**config.mk**
```make
export PLATFORM = sky130hd
export DESIGN_NAME = pipelined_bit_counter
export DESIGN_NICKNAME = d
export VERILOG_FILES = /design/src/rtl/pipelined_bit_counter.sv
export SDC_FILE = /design/constraint.sdc
export NUM_CORES = 1
export LEC_CHECK = 0
export CORE_UTILIZATION = 52
export DETAILED_ROUTE_END_ITERATION = 12
export PLACE_DENSITY_LB_ADDON = 0.25
export SLEW_MARGIN = 20
export SYNTH_ARGS = -nofsm -noshare
export SYNTH_HDL_FRONTEND = slang
export SYNTH_SLANG_ARGS = --single-unit
```
**constraint.sdc**
```tcl
create_clock -name clk_i -period 2.05 [get_ports clk_i]
set_clock_uncertainty 0.2 [all_clocks]
set_input_delay 0.615 -clock clk_i [delete_from_list [all_inputs] [get_ports clk_i]]
set_output_delay 0.615 -clock clk_i [all_outputs]
set_load 0.05 [all_outputs]
```
**src/rtl/pipelined_bit_counter.sv**
```systemverilog
// Two-stage elastic leading/trailing zero/one counter.
// S1 preconditions the operand into a leading-zero problem and encodes nibbles; S2 picks the boundary nibble.

module pbc_nibble (
  input  logic [3:0] i_nib,
  output logic       o_zero,
  output logic [1:0] o_lz
);
  assign o_zero = ~|i_nib;

  always_comb begin
    o_lz = 2'd3;
    if (i_nib[3])      o_lz = 2'd0;
    else if (i_nib[2]) o_lz = 2'd1;
    else if (i_nib[1]) o_lz = 2'd2;
  end
endmodule

module pipelined_bit_counter #(
  parameter  int DATA_WIDTH = 32,
  localparam int CNT_WIDTH  = $clog2(DATA_WIDTH) + 1
) (
  input  logic                  clk_i,
  input  logic                  rst_n_i,
  input  logic                  flush_i,
  input  logic                  valid_i,
  output logic                  ready_o,
  input  logic [DATA_WIDTH-1:0] operand_i,
  input  logic [1:0]            mode_i,
  output logic                  valid_o,
  input  logic                  ready_i,
  output logic [CNT_WIDTH-1:0]  count_o,
  output logic                  all_match_o
);
  localparam int NIB  = DATA_WIDTH / 4;
  localparam int IDXW = CNT_WIDTH - 2;

  generate
    if ((DATA_WIDTH % 4) != 0 || DATA_WIDTH < 8 || DATA_WIDTH > 64) begin : g_bad_width
      $error("pipelined_bit_counter: DATA_WIDTH must be a multiple of 4 in 8..64");
    end
  endgenerate

  logic                  r_s1_valid;
  logic [NIB-1:0]        r_s1_zero;
  logic [NIB-1:0][1:0]   r_s1_lz;
  logic                  r_valid_o;
  logic [CNT_WIDTH-1:0]  r_count;
  logic                  r_all_match;

  logic                  w_s2_load;
  logic                  w_s1_load;
  logic [DATA_WIDTH-1:0] w_inv;
  logic [DATA_WIDTH-1:0] w_rev;
  logic [DATA_WIDTH-1:0] w_pre;
  logic [NIB-1:0]        w_zero;
  logic [NIB-1:0][1:0]   w_lz;
  logic [IDXW-1:0]       w_idx;
  logic [1:0]            w_loc;
  logic                  w_any;
  logic [CNT_WIDTH-1:0]  w_count;

  assign w_s2_load = !r_valid_o || ready_i;
  assign w_s1_load = !r_s1_valid || w_s2_load;
  // A flushed cycle always swallows the offered input, even when the output is stalled.
  assign ready_o   = flush_i || w_s1_load;

  // Ones modes invert, trailing modes mirror: everything becomes a leading-zero count.
  always_comb begin
    w_inv = mode_i[0] ? ~operand_i : operand_i;
    w_rev = '0;
    for (int b = 0; b < DATA_WIDTH; b++) w_rev[b] = w_inv[DATA_WIDTH-1-b];
    w_pre = mode_i[1] ? w_rev : w_inv;
  end

  generate
    for (genvar g = 0; g < NIB; g++) begin : g_nib
      pbc_nibble u_nib (
        .i_nib  (w_pre[4*g +: 4]),
        .o_zero (w_zero[g]),
        .o_lz   (w_lz[g])
      );
    end
  endgenerate

  always_ff @(posedge clk_i) begin
    if (w_s1_load && valid_i) begin
      r_s1_zero <= w_zero;
      r_s1_lz   <= w_lz;
    end
  end

  // Higher nibbles are visited last, so the most significant non-zero nibble wins.
  always_comb begin
    w_idx = '0;
    w_loc = '0;
    w_any = 1'b0;
    for (int k = 0; k < NIB; k++) begin
      if (!r_s1_zero[k]) begin
        w_any = 1'b1;
        w_idx = IDXW'(NIB - 1 - k);
        w_loc = r_s1_lz[k];
      end
    end
    w_count = w_any ? {w_idx, w_loc} : CNT_WIDTH'(DATA_WIDTH);
  end

  always_ff @(posedge clk_i or negedge rst_n_i) begin
    if (!rst_n_i) begin
      r_s1_valid  <= 1'b0;
      r_valid_o   <= 1'b0;
      r_count     <= '0;
      r_all_match <= 1'b0;
    end else if (flush_i) begin
      r_s1_valid  <= 1'b0;
      r_valid_o   <= 1'b0;
    end else begin
      if (w_s2_load) begin
        r_valid_o <= r_s1_valid;
        if (r_s1_valid) begin
          r_count     <= w_count;
          r_all_match <= !w_any;
        end
      end
      if (w_s1_load) r_s1_valid <= valid_i;
    end
  end

  assign valid_o     = r_valid_o;
  assign count_o     = r_count;
  assign all_match_o = r_all_match;
endmodule
```
==> out/qor.yml <==
hold_start: "count_o[3]$_DFFE_PN0P_"
crit_fanout: 2
rows: 24
drc: 3
cp.arrival_ns: 1.27
final_core_util_pct: 78.38
cts_tree: "built"
critPathLaunchType: "primary input"
status: "complete, but fails checks"
setup_viol: 1
placed_area_um2: 3322
routed_via_density: 5.617
grt_util_all_layers_pct: 23.31
start_util_pct: 55.34
area_growth_pct: 41.64
final_nets: 401
hp-class: "flop to flop"
grt_pass1_wl_um: 9273
ys.flop_type: "edfxtp_1"
dpl.hpwl_um: 4224
postRouteAntennaNets: 0
min_to: "count_o[3]$_DFFE_PN0P_"
synth_top_family_by_area: "simple AND/OR/NAND/NOR gates"
grt_pass1_vias: 2159
rsz0062_at_grt: "yes"
slew_headroom_pct: 63.43
synth.avg_cell_area_um2: 8.939
cts_made_buffers: 5
synth-seq-cells: 32
async_flop_share_pct: 25.00
antenna_found_initial: 0
report.final.slew_viol_count: 0
min_period_over_period_pct: 101.5
holdPathStages: 2
setup_tns_ns: -0.03067
fp.dieH_um: 71.01
first_pass_iters: 9
worstSetupPathType: "primary input to output pin"
power_density_nw_per_um2: 535.7
ys_warn_count: 0
netlist_area_um2: 2476
die_w_um: 71.01
ys_types: 40
synthMuxAreaShare_pct: 4.042
clock_latency_ns: 0.27
synthCells: 277
synth_nets: 316
synth_edf_count: 24
num_io_pins: 48
dieArea_um2: 5042
coreArea_um2: 4474
hold_buffers: 0
ir_drop_mv: 0.2810
diodes: 0
fillCellCount: 291
total_power_mw: 1.879
port_buffers: 47
synth-compound-area-share_pct: 17.58
r2r_cells: 4
seq_area_um2: 922.1
dp_slack_ns: -0.4049
r2r_end: "count_o[0]$_DFFE_PN0P_"
h-tree-depth: 2
required_ns: 1.23
ys_seq_area_share_pct: 37.19
synthAdderAreaFrac_pct: 0
fin_crit_ns: 2.081
final_common_cell: "buf_4"
gp_congestion: 0.7654
vias: 2331
tightest_slew_ns: 0.5347
violations: "DRC, setup timing"
p_leak_nw: 1.425
crit_path_end_kind: "output pin"
synth_xor_area_share_pct: 2.830
drtIter0Drc: 155
grt_max_degree: 30
clock_path_buffers: 2
grt.overflow.total: 0
stdcell_area_um2: 3507
cap_violations: 0
multi_input_area_um2: 1455
post_drt_wl_per_cell_um: 13.06
drive_above_1_share_pct: 27.27
rrSetupSlack_ns: 0.32
cts_root_buf: "clkbuf_8"
fmax_ghz: 0.4806
path_clk_slew_ns: 0.06
routed_wl_um: 5418
layout_common_cells: "44 x buf_4, 35 x a21oi_1, 29 x nor2_1, 29 x clkdlybuf4s50_1, 24 x edfxtp_1"
clkSinkCount: 32
r2r-start: "r_s1_zero[2]$_DFFE_PP_"
hold_viol: 0
synthSimpleGateAreaFrac_pct: 32.59
finalWorstSetupSlack_ns: -0.03067
[timing repair]
action / in CTS / in global routing
setup buffers: 2 / 2
gates resized for setup: 10 / 17
pin swaps: 1 / 4
setup endpoints to repair: 1 / 14
gates cloned: 0 / 1
[flip-flops by register name (all words and copies together) (netlist names)]
name and cells:
r_s1_lz 16, r_s1_zero 8, count_o 6, r_s1_valid 1
valid_o 1
[critical path, cell delays in order]
cell and delay (ns):
buf_6 0.09, nor2b_4 0.11, nand2_2 0.06, or2_4 0.24
buf_8 0.15
[layer usage]
layer	global-route usage (%)	wire (um)
met1	29.27	2432
met2	41.45	2633
met3	3.704	282
met4	6.889	71
met5	0	0
[cells by family after synthesis]
| kind of cell | count (synthesis) |
|---|---|
| AOI/OAI and AO/OA | 68 |
| xor gates and xnor gates | 8 |
| buffers and inverters | 23 |
| DFF | 32 |
| muxes | 10 |
| and+or+nand+nor | 136 |
[how the worst max path moves through the flow]
stage / from / endpoint / slack [ns]
2_1_floorplan: valid_o$_DFFE_PN0P_ / r_s1_lz[0]$_SDFFCE_PP0P_ / 0.05
3_3_place_gp: ready_i / ready_o / -0.39
3_5_place_dp: ready_i / ready_o / -0.40
4_1_cts: ready_i / ready_o / -0.05
5_1_grt: ready_i / ready_o / -0.06
6_report: ready_i / ready_o / -0.03
[per-stage QoR]
stage               cells  hold WS, ns
global placement      402       0.3211
detailed placement    402       0.3384
floorplan             277       0.1194
CTS                   412       0.3516
finish                415       0.3472
global route          415       0.3890
[power breakdown]
group	total, mW	internal, mW	switching (mW)
clock network	0.442	0.236	0.206
registers	0.819	0.772	0.0469
logic	0.618	0.316	0.302
total	1.88	1.32	0.555
[Yosys cell counts, drive strengths merged (2+ instances only)]
cell / instances / area share, %
inv: 5 / 0.76
dfrtp: 8 / 8.1
nand2: 16 / 2.4
nand3b: 4 / 1.2
xor2: 8 / 2.8
nand3: 11 / 2.4
nor3: 16 / 6.0
o21ai: 13 / 2.6
clkbuf: 4 / 0.61
o211ai: 2 / 0.61
nand2b: 12 / 3.0
a311oi: 2 / 0.71
and3: 7 / 1.8
buf: 14 / 4.4
or3: 10 / 2.5
a2111oi: 7 / 4.0
edfxtp: 24 / 29
o31ai: 3 / 0.91
a31oi: 3 / 0.76
nor2b: 11 / 2.8
nor3b: 10 / 3.4
nor2: 35 / 5.9
a21oi: 35 / 7.1
mux2i: 10 / 4.0
[layout make-up]
| type | count | share of cell area [%] |
|---|---|---|
| Sequential cell | 32 | 26.29 |
| Clock inverter | 1 | 0.1070 |
| Timing Repair Buffer | 96 | 27.54 |
| Clock buffer | 7 | 2.176 |
| Inverter | 5 | 0.5351 |
| Multi-Input combinational cell | 222 | 41.49 |
| Tap cell | 52 | 1.855 |
Power figures use the tool's default switching activity.
